File: src/rtl/decode_stage_pkg.sv
// Shared definitions for the decode stage: control-vector bit indices,
// MIPS opcode/funct constants and a helper that builds one-hot control bits.
package decode_stage_pkg;

  // Control vector layout
  localparam int CONTROL_REG_SIZE = 9;
  localparam int REG_WE  = 0;
  localparam int I_TYPE  = 1;
  localparam int R_TYPE  = 2;
  localparam int J_TYPE  = 3;
  localparam int MEM_WE  = 4;
  localparam int MEM_WB  = 5;
  localparam int BRANCH  = 6;
  localparam int JUMP    = 7;
  localparam int ILLEGAL = 8;

  // Primary opcodes (insn[0:5])
  localparam logic [5:0] OP_RTYPE  = 6'b000000;
  localparam logic [5:0] OP_REGIMM = 6'b000001;
  localparam logic [5:0] OP_J      = 6'b000010;
  localparam logic [5:0] OP_JAL    = 6'b000011;
  localparam logic [5:0] OP_BEQ    = 6'b000100;
  localparam logic [5:0] OP_BNE    = 6'b000101;
  localparam logic [5:0] OP_BLEZ   = 6'b000110;
  localparam logic [5:0] OP_BGTZ   = 6'b000111;
  localparam logic [5:0] OP_ADDIU  = 6'b001001;
  localparam logic [5:0] OP_SLTI   = 6'b001010;
  localparam logic [5:0] OP_ORI    = 6'b001101;
  localparam logic [5:0] OP_LUI    = 6'b001111;
  localparam logic [5:0] OP_LW     = 6'b100011;
  localparam logic [5:0] OP_SW     = 6'b101011;

  // R-type funct and REGIMM rt sub-codes
  localparam logic [5:0] FUNCT_JR = 6'b001000;
  localparam logic [4:0] RT_BLTZ  = 5'b00000;
  localparam logic [4:0] RT_BGEZ  = 5'b00001;

  function automatic logic [CONTROL_REG_SIZE-1:0] ctrl_bit(input int idx);
    return CONTROL_REG_SIZE'(1) << idx;
  endfunction

endpackage

File: src/rtl/decode_regfile.sv
// Register file for the decode stage: two combinational read ports with
// same-cycle write-back bypass, one write port, register 0 hard-wired to zero.
module decode_regfile #(
  parameter int DATA_WIDTH = 32,
  parameter int NUM_REGS   = 32,
  localparam int ADDR_W    = $clog2(NUM_REGS)
) (
  input  logic                  clock,
  input  logic                  reset,
  input  logic [ADDR_W-1:0]     ra1,
  input  logic [ADDR_W-1:0]     ra2,
  input  logic [ADDR_W-1:0]     wa,
  input  logic [DATA_WIDTH-1:0] wd,
  input  logic                  we,
  output logic [DATA_WIDTH-1:0] rd1,
  output logic [DATA_WIDTH-1:0] rd2
);

  logic [DATA_WIDTH-1:0] mem_q [NUM_REGS];
  logic [DATA_WIDTH-1:0] mem_d [NUM_REGS];

  // Next register-file contents: apply the write-back, never to register 0.
  always_comb begin
    // NOTE: every combinational output gets a default first so no path can infer a latch.
    mem_d = mem_q;
    if (we && wa != '0) mem_d[wa] = wd;
  end

  // Storage update; only reset blocks write-back.
  always_ff @(posedge clock) begin
    if (reset) begin
      // NOTE: storage is cleared on reset because software expects all registers to start at zero.
      for (int i = 0; i < NUM_REGS; i++) mem_q[i] <= '0;
    end else begin
      // NOTE: state is updated with non-blocking assignments so every flop samples pre-edge values.
      mem_q <= mem_d;
    end
  end

  // Read ports: register 0 is zero, a same-cycle write to the read index wins.
  always_comb begin
    rd1 = '0;
    rd2 = '0;
    if (ra1 != '0) rd1 = (we && wa == ra1) ? wd : mem_q[ra1];
    if (ra2 != '0) rd2 = (we && wa == ra2) ? wd : mem_q[ra2];
  end

endmodule

File: src/rtl/decode_stage.sv
// MIPS ID stage: decodes one instruction per cycle into a registered control
// vector, destination, extended immediate and operands, with valid/stall/flush
// handshake and load-use bubble insertion.
module decode_stage
  import decode_stage_pkg::*;
#(
  parameter int DATA_WIDTH = 32,
  parameter int NUM_REGS   = 32,
  parameter int REG_ADDR_W = 5,
  parameter int LINK_REG   = 31
) (
  input  logic                        clock,
  input  logic                        reset,
  input  logic [0:31]                 insn,
  input  logic                        insn_valid,
  input  logic [DATA_WIDTH-1:0]       pc,
  input  logic                        stall_in,
  input  logic                        flush,
  input  logic [REG_ADDR_W-1:0]       wb_rd,
  input  logic [DATA_WIDTH-1:0]       wb_data,
  input  logic                        wb_we,
  output logic                        out_valid,
  output logic [DATA_WIDTH-1:0]       pc_out,
  output logic [0:31]                 ir_out,
  output logic [DATA_WIDTH-1:0]       rs_data,
  output logic [DATA_WIDTH-1:0]       rt_data,
  output logic [DATA_WIDTH-1:0]       imm_ext,
  output logic [REG_ADDR_W-1:0]       rd_out,
  output logic [CONTROL_REG_SIZE-1:0] control,
  output logic                        stall_out
);

  // Instruction fields (big-endian bit numbering, insn[0] is the MSB)
  logic [5:0]            opcode, funct;
  logic [REG_ADDR_W-1:0] rs, rt, rd_f;
  logic [15:0]           imm16;
  assign opcode = insn[0:5];
  assign rs     = REG_ADDR_W'(insn[6:10]);
  assign rt     = REG_ADDR_W'(insn[11:15]);
  assign rd_f   = REG_ADDR_W'(insn[16:20]);
  assign funct  = insn[26:31];
  assign imm16  = insn[16:31];

  logic [CONTROL_REG_SIZE-1:0] dec_ctrl;
  logic [REG_ADDR_W-1:0]       dec_rd;
  logic [DATA_WIDTH-1:0]       dec_imm;
  logic                        uses_rs, uses_rt, hazard;
  logic [DATA_WIDTH-1:0]       rf_rs, rf_rt;

  decode_regfile #(.DATA_WIDTH(DATA_WIDTH), .NUM_REGS(NUM_REGS)) u_regfile (
    .clock (clock),
    .reset (reset),
    .ra1   (rs),
    .ra2   (rt),
    .wa    (wb_rd),
    .wd    (wb_data),
    .we    (wb_we),
    .rd1   (rf_rs),
    .rd2   (rf_rt)
  );

  // Instruction decode. Immediate defaults to sign extension; ORI and LUI override.
  always_comb begin
    dec_ctrl = '0;
    dec_rd   = '0;
    dec_imm  = {{(DATA_WIDTH-16){imm16[15]}}, imm16};
    uses_rs  = 1'b0;
    uses_rt  = 1'b0;
    case (opcode)
      OP_RTYPE: begin
        uses_rs = 1'b1;
        uses_rt = 1'b1;
        if (funct == FUNCT_JR) begin
          dec_ctrl = ctrl_bit(JUMP);
        end else begin
          dec_ctrl = ctrl_bit(R_TYPE) | ctrl_bit(REG_WE);
          dec_rd   = rd_f;
        end
      end
      OP_ADDIU, OP_SLTI: begin
        uses_rs  = 1'b1;
        dec_ctrl = ctrl_bit(I_TYPE) | ctrl_bit(REG_WE);
        dec_rd   = rt;
      end
      OP_ORI: begin
        uses_rs  = 1'b1;
        dec_ctrl = ctrl_bit(I_TYPE) | ctrl_bit(REG_WE);
        dec_rd   = rt;
        dec_imm  = DATA_WIDTH'(imm16);
      end
      OP_LUI: begin
        dec_ctrl = ctrl_bit(I_TYPE) | ctrl_bit(REG_WE);
        dec_rd   = rt;
        dec_imm  = DATA_WIDTH'({imm16, 16'h0000});
      end
      OP_LW: begin
        uses_rs  = 1'b1;
        dec_ctrl = ctrl_bit(I_TYPE) | ctrl_bit(REG_WE) | ctrl_bit(MEM_WB);
        dec_rd   = rt;
      end
      OP_SW: begin
        uses_rs  = 1'b1;
        uses_rt  = 1'b1;
        dec_ctrl = ctrl_bit(I_TYPE) | ctrl_bit(MEM_WE);
      end
      OP_BEQ, OP_BNE: begin
        uses_rs  = 1'b1;
        uses_rt  = 1'b1;
        dec_ctrl = ctrl_bit(J_TYPE) | ctrl_bit(BRANCH);
      end
      OP_BLEZ, OP_BGTZ: begin
        uses_rs  = 1'b1;
        dec_ctrl = ctrl_bit(J_TYPE) | ctrl_bit(BRANCH);
      end
      OP_REGIMM: begin
        uses_rs  = 1'b1;
        dec_ctrl = ctrl_bit(J_TYPE) | ctrl_bit(BRANCH);
        if (rt != RT_BLTZ && rt != RT_BGEZ) dec_ctrl = dec_ctrl | ctrl_bit(ILLEGAL);
      end
      OP_J:    dec_ctrl = ctrl_bit(J_TYPE) | ctrl_bit(JUMP);
      OP_JAL: begin
        dec_ctrl = ctrl_bit(J_TYPE) | ctrl_bit(JUMP) | ctrl_bit(REG_WE);
        dec_rd   = REG_ADDR_W'(LINK_REG);
      end
      default: dec_ctrl = ctrl_bit(ILLEGAL);
    endcase
    // The all-zero word is a NOP rather than an R-type write to r0.
    if (insn == '0) begin
      dec_ctrl = '0;
      uses_rs  = 1'b0;
      uses_rt  = 1'b0;
    end
    if (!dec_ctrl[REG_WE]) dec_rd = '0;
  end

  // Load-use hazard: the load now in execute targets a register this insn reads.
  always_comb begin
    hazard = insn_valid && out_valid && control[MEM_WB] && (rd_out != '0) &&
             ((uses_rs && rd_out == rs) || (uses_rt && rd_out == rt));
  end

  assign stall_out = stall_in | hazard;

  logic                        out_valid_q, out_valid_d;
  logic [DATA_WIDTH-1:0]       pc_q, pc_d, rs_data_q, rs_data_d, rt_data_q, rt_data_d;
  logic [DATA_WIDTH-1:0]       imm_ext_q, imm_ext_d;
  logic [0:31]                 ir_q, ir_d;
  logic [REG_ADDR_W-1:0]       rd_q, rd_d;
  logic [CONTROL_REG_SIZE-1:0] control_q, control_d;

  // Output register next-state: flush > stall_in > hazard > normal decode.
  always_comb begin
    out_valid_d = out_valid_q;
    pc_d        = pc_q;
    ir_d        = ir_q;
    rs_data_d   = rs_data_q;
    rt_data_d   = rt_data_q;
    imm_ext_d   = imm_ext_q;
    rd_d        = rd_q;
    control_d   = control_q;
    if (flush || (!stall_in && hazard)) begin
      out_valid_d = 1'b0;
      control_d   = '0;
    end else if (!stall_in) begin
      out_valid_d = insn_valid;
      pc_d        = pc;
      ir_d        = insn;
      rs_data_d   = rf_rs;
      rt_data_d   = rf_rt;
      imm_ext_d   = dec_imm;
      rd_d        = insn_valid ? dec_rd : '0;
      control_d   = insn_valid ? dec_ctrl : '0;
    end
  end

  // Output registers with synchronous reset.
  always_ff @(posedge clock) begin
    if (reset) begin
      out_valid_q <= 1'b0;
      pc_q        <= '0;
      ir_q        <= '0;
      rs_data_q   <= '0;
      rt_data_q   <= '0;
      imm_ext_q   <= '0;
      rd_q        <= '0;
      control_q   <= '0;
    end else begin
      out_valid_q <= out_valid_d;
      pc_q        <= pc_d;
      ir_q        <= ir_d;
      rs_data_q   <= rs_data_d;
      rt_data_q   <= rt_data_d;
      imm_ext_q   <= imm_ext_d;
      rd_q        <= rd_d;
      control_q   <= control_d;
    end
  end

  assign out_valid = out_valid_q;
  assign pc_out    = pc_q;
  assign ir_out    = ir_q;
  assign rs_data   = rs_data_q;
  assign rt_data   = rt_data_q;
  assign imm_ext   = imm_ext_q;
  assign rd_out    = rd_q;
  assign control   = control_q;

endmodule

File: config.mk
export PLATFORM = sky130hd
export DESIGN_NAME = decode_stage
export DESIGN_NICKNAME = d
export VERILOG_FILES = /design/src/rtl/decode_stage_pkg.sv /design/src/rtl/decode_regfile.sv /design/src/rtl/decode_stage.sv
export SDC_FILE = /design/constraint.sdc
export NUM_CORES = 2
export LEC_CHECK = 0
export ABC_CLOCK_PERIOD_IN_PS = 5600
export CAP_MARGIN = 20
export CELL_PAD_IN_SITES_DETAIL_PLACEMENT = 1
export CELL_PAD_IN_SITES_GLOBAL_PLACEMENT = 2
export CORE_AREA = 2 2 389 391
export CTS_CLUSTER_SIZE = 10
export DETAILED_ROUTE_END_ITERATION = 6
export DIE_AREA = 0 0 391 393
export PLACE_DENSITY = 0.87
export SYNTH_ARGS = -nofsm -noshare
export SYNTH_HDL_FRONTEND = slang
export SYNTH_SLANG_ARGS = --single-unit
File: constraint.sdc
create_clock -name clock -period 5.6 [get_ports clock]
set_input_delay 1.12 -clock clock [delete_from_list [all_inputs] [get_ports clock]]
set_output_delay 1.12 -clock clock [all_outputs]
set_load 0.03 [all_outputs]
**Word level (Yosys, flattened, before mapping)**

Index checks and enable logic that the tools add are counted.
Widths: inputs -> output; s select.

- Magnitude comparators: 4
- Eq/ne operators: 19
- Multiplexer cells: 27
- Bitwise gates (word level): 6
- Reduce and logical (&&, ||, !) cells: 28

Operator list:

| cell | count |
|---|---|
| $bwmux 1024 | 1 |
| $bmux 32 s5 | 2 |
| $mux 32 | 9 |
| $demux 32 s5 | 1 |
| $pmux 9 s8 | 1 |
| $pmux 32 s2 | 1 |
| $logic_not 32->1 | 1 |
| $eq 6x4->1 const B | 5 |
| $mux 9 | 3 |
| $eq 6x3->1 const B | 4 |
| $eq 5x5->1 | 4 |
| $reduce_bool 5->1 | 4 |
| $ge 6x6->1 const B | 3 |
| $not 5->6 | 3 |
| $mux 5 | 3 |
| $pmux 5 s3 | 1 |
| $eq 6x2->1 const B | 2 |
| $eq 6x6->1 const B | 2 |
| $logic_and 1x1->1 | 12 |
| $reduce_or 4->1 | 3 |
| $reduce_or 11->1 | 1 |
| $mux 8 | 1 |
| $eq 6x1->1 const B | 1 |
| $logic_not 6->1 | 1 |
| 10 further kinds | 15 |

- Register bits: 1199
- Input bits: 107
- Output and inout bits: 176
- Logic and storage cells: 124

**Logic depth before layout (Yosys ltp)**

- Depth in word-level cells: 11
- Mapped depth: 12
- Gate-level depth less buffers: 7

**By module**

A second synthesis with hierarchy kept.

- Cells, all modules: 7016
- Area total of the unflattened synthesis: 59159.2 sq um

By module, submodules not included:

| module | instances | cells each | area each (sq um) | seq. area each (sq um) |
|---|---|---|---|---|
| decode_regfile | 1 | 6166 | 52417.8 | 20499.7 |
| decode_stage | 1 | 850 | 6741.5 | 3503.4 |

**Worst setup path after synthesis**

No wires, ideal clock.

- Kind: input-to-output
- Start point: input insn[8] (netlist name)
- End point: output stall_out
- Arrival time: 2829 ps
- Data required time: 4480 ps
- Path slack: 1651 ps
- Cell stages on the path: 8
- Path buffers: 3
- Cells stage by stage: clkbuf_1 -> or3_1 -> buf_2 -> or3_1 -> buf_2 -> nor4_4 -> nor2b_1 -> a21o_1

- Longest elaborated chain between the ends: 6
- Elaborated cells on any way between the ends: 9
- Classes of those cells: eq/ne: 1; mux: 2; bitwise: 1; reduce/logical: 5

RTL lines:

| element | RTL line | text |
|---|---|---|
| start, declared | decode_stage.sv:14 | `input logic [0:31] insn,` |
| $logic_not 32->1 | decode_stage.sv:128 | `if (insn == '0) begin` |
| $mux 1 | decode_stage.sv:128 |  |
| $logic_and 1x1->1 | decode_stage.sv:139 | `((uses_rs && rd_out == rs) \|\| (uses_rt && rd_out == rt));` |
| $logic_or 1x1->1 * | decode_stage.sv:139 |  |
| $logic_and 1x1->1 * | decode_stage.sv:138 | `hazard = insn_valid && out_valid && control[MEM_WB] && (rd_out != '0) &&` |
| $or 1x1->1 * | decode_stage.sv:142 | `assign stall_out = stall_in \| hazard;` |
| end, declared | decode_stage.sv:30 | `output logic stall_out` |

Mark *: on every way between the ends. The rest lies on a longest branch, timed or not.

**Final worst setup path**

- Start point: input insn[3] (netlist name)
- End point: output stall_out

- Longest elaborated chain between the ends: 8
- Elaborated cells on any way between the ends: 23
- Classes of those cells: eq/ne: 10; mux: 4; bitwise: 1; reduce/logical: 8

RTL lines:

| element | RTL line | text |
|---|---|---|
| $eq 6x1->1 (tied with other cells) | decode_stage.sv:69 | `case (opcode)` |
| $reduce_or 11->1 (no source line) or $reduce_or 4->1 (tied branches) | - |  |
| $mux 1 | decode_stage.sv:69 |  |
| $mux 1 | decode_stage.sv:128 |  |
| $logic_and 1x1->1 | decode_stage.sv:139 |  |
| $logic_or 1x1->1 * | decode_stage.sv:139 |  |
| $logic_and 1x1->1 * | decode_stage.sv:138 |  |
| $or 1x1->1 * | decode_stage.sv:142 |  |

Marked as above.

==> summary.md <==
| Metric | Value |
|---|---|
| Setup Viol. Count Final | 0 |
| Die Height | 393 µm |
| Syn nets | 7244 |
| Initial antenna violation count | 19 |
| Full die area | 154000 µm² |
| Crit end category | output pin |
| Drt initial violations | 7125 |
| First-pass GRT wire length | 408000 µm |
| Synthesized area | 59300 µm² |
| Die width | 391 µm |
| Tmin final | 4.95 ns |
| Tightest Pin Transition | 1.24 ns |
| Placed Area | 64100 µm² |
| Fin cells | 9067 |
| Placeable core area | 149000 µm² |
| CTS resizes | 0 |
| Synth-to-Final Area Change | 15.3% |
| Worst path cell trace | clkdlybuf4s50_1, nor2b_1, and3_1, a21oi_1, o41a_1, nor2_1, a21o_1, clkdlybuf4s50_1 |
| Clock Sink Count | 1199 |
| Final Hold Viols | 0 |
| Hold-fix buffers at CTS | 0 |
| RSZ-0062 raised after global routing | false |
| Endpoint arrival time on the critical path | 3.83 ns |
| Largest net degree at the start of global routing | 148 |
| Leakage power | 23.1 nW |
| Fmax | 202 MHz |
| Cell count after synthesis | 7137 |
| Post-route DRC | 0 |
| Warnings from Yosys | 0 |
| Io pins | 283 |
| Dpl cells | 8840 |
| CP Data Required Time | 4.48 ns |
| Fill cells | 17300 |
| Inserted Clock Buffers | 145 |
| GPL Wtd Cong | 0.923 |
| Slowest stage cell, crit path | clkdlybuf4s50_1 |
| Peak supply drop | 0.314 mV |
| Drt total wl | 286000 µm |
| Crit share post-route | 88.4% |
| Layout cells sized above 1 | 11.6% |
| Crit path to | stall_out |
| Grt ovf | 0 |
| Syn Area/Cell | 8.31 µm² |
| Clock Latency Late Sink | 0.81 ns |
| Post-synthesis sequential area ratio | 40.5% |
| Slew Limit Fails | 0 |
| Crit path max-delay family | buffers and inverters |
| EDFF count, synth | 0 |
| Total GRT Usage | 36.2% |
| Clk buf depth | 3 |
| Core Rows | 142 |
| Vias per cell | 6.45 |
| Max H-tree Level | 4 |
| Worst path max stage delay | 0.67 ns |
| Flops & latches, synth | 1199 |
| Worst Path Max Fanout | 7 |
| Drt first pass iters | 6 |
| Hold slack | 0.452 ns |
| Ys async rst share | 0% |
| Cell Pwr Density | 289 nW/µm² |
| Drt wl/cell | 31.6 µm |
| Nature of the critical path startpoint | primary input |
| Setup TNS | 0 ns |
| Final Skew | 0.0262 ns |
| Register clock-pin slew on the reported worst setup and hold paths | 0.06 ns |
| RR Endpoint | pc_out[27]$_SDFFE_PP0P_ |
| CTS tree | built |
| WP depth | 8 |
| Starting Density | 39.7% |
| Critical Path Start | insn[3] |
| FF-to-FF path depth | 7 |
| Status | completed |
| Post-CTS Setup Bufs | 0 |
| Maxcap violations | 0 |
| Setup CP Type | primary input to output pin |
| Dominant synthesized flop cell | dfxtp_1 |
| Final ANT Viol Nets | 0 |
| Crit-path most repeated cell | clkdlybuf4s50_1 |
| Vias in the first global route | 58100 |
| Post-route cell area | 68400 µm² |
| IO buf count | 282 |
| Worst reg-to-reg setup slack | 2.66 ns |
| Worst min path class | register to register |
| CP bufs+invs | 2 |
| Vias | 58400 |
| Final nets | 7152 |
| Detailed Place HPWL | 177000 µm |
| Max_slew headroom | 17.0% |
| Distinct cells, synth | 58 |
| RR Startpoint | rd_out[4]$_SDFFE_PP0P_ |
| Root buffer cell | clkbuf_16 |
[routing by layer]
metal | track usage, % | vias up | wire length (µm)
met2 | 55.1 | 3568 | 124000
met3 | 9.04 | 890 | 32100
met1 | 46.5 | 29400 | 111000
li1 | - | 24600 | -
met5 | 0 | - | 115
met4 | 21.4 | 16 | 18300
[area by class of cell]
class / count / area, µm² / share of cell area [%]
antenna: 11 / 27.5 / 0.0403
clock buffer: 198 / 4020 / 5.88
clock inverter: 16 / 170 / 0.249
inverter: 2 / 7.51 / 0.0110
multi-input combinational: 5185 / 32600 / 47.7
sequential: 1199 / 24000 / 35.1
tap: 1944 / 2430 / 3.56
timing repair buffer: 512 / 5080 / 7.43
[Yosys cell counts, types with 26 or more instances]
library cell,count,area (µm²)
nand2_1,2258,8480
dfxtp_1,1199,24000
a21oi_1,1195,5980
clkbuf_1,573,2150
mux2i_1,513,5130
mux4_2,270,6080
a22oi_1,161,1210
nor2_1,97,364
buf_2,91,455
nand3_1,76,380
nor3_1,58,290
nor2b_1,57,357
a221oi_1,52,455
mux2_2,50,563
buf_1,43,161
o22ai_1,39,244
nand3b_1,38,285
o21ai_0,36,180
a211oi_1,35,263
a22o_1,33,289
clkbuf_2,30,150
nand2b_1,26,163
[kinds of logic (layout without fill, tap and decap cells)]
logic type / after synthesis / after routing / share of synthesized area [%]
xor+xnor: 21 / 21 / 0.310
mux: 833 / 833 / 19.9
simple gates: 2672 / 2672 / 18.1
flops: 1199 / 1199 / 40.5
other cells: 0 / 11 / 0
buf+inv: 753 / 728 / 5.14
compound gates: 1659 / 1659 / 16.1
[placed cells by master (no fill, tap or decap), types with 52 or more instances in the layout]
master,netlist,final
mux4_2,270,270
nand3_1,76,76
clkbuf_16,0,148
a221oi_1,52,52
a21oi_1,1195,1195
nor2_1,97,66
clkdlybuf4s50_1,0,271
buf_4,9,192
mux2i_1,513,513
a22oi_1,161,161
nand2_1,2258,2233
nor3_1,58,57
dfxtp_1,1199,1199
[per-stage QoR]
stage                     total power [mW]  util, %  setup WS [ns]
after global placement                11.0     42.9          0.625
after global routing                  20.2     45.8          0.526
final                                 19.7     45.8          0.648
after CTS                             19.7     45.8          0.659
after floorplan                       10.1        -           1.65
after detailed placement              11.0     42.9          0.681
[registers in the layout (all words and copies together) (netlist names)]
register         count
imm_ext             32
out_valid            1
ir_out              32
u_regfile.mem_q   1024
rs_data             32
rt_data             32
pc_out              32
control              9
rd_out               5
[how the worst min path moves through the flow]
stage / end / slack, ns / startpoint / cells past startpoint
final: pc_out[22]$_SDFFE_PP0P_ / 0.45 / pc_out[22]$_SDFFE_PP0P_ / 2
after global routing: ir_out[23]$_SDFFE_PP0P_ / 0.47 / ir_out[23]$_SDFFE_PP0P_ / 2
after CTS: pc_out[22]$_SDFFE_PP0P_ / 0.46 / pc_out[22]$_SDFFE_PP0P_ / 2
after detailed placement: pc_out[22]$_SDFFE_PP0P_ / 0.45 / pc_out[22]$_SDFFE_PP0P_ / 2
after global placement: imm_ext[13]$_SDFFE_PP0P_ / 0.44 / imm_ext[13]$_SDFFE_PP0P_ / 2
after floorplan: u_regfile.mem_q[111]$_SDFFE_PP0P_ / 0.44 / u_regfile.mem_q[111]$_SDFFE_PP0P_ / 2
[worst reg2reg max path, stage by stage, from the launching register on]
cell and delay, ns:
dfxtp_1 0.51, xnor2_1 0.18, nand4_1 0.16, o41a_1 0.42
o31ai_4 0.71, buf_12 0.41, nand2_1 0.29, a21oi_1 0.17
[power breakdown]
part / switching (mW) / internal, mW
sequential: 0.0853 / 8.64
combinational: 1.51 / 0.670
clock: 3.87 / 4.96
total: 5.47 / 14.3
Power figures use the tool's default switching activity.
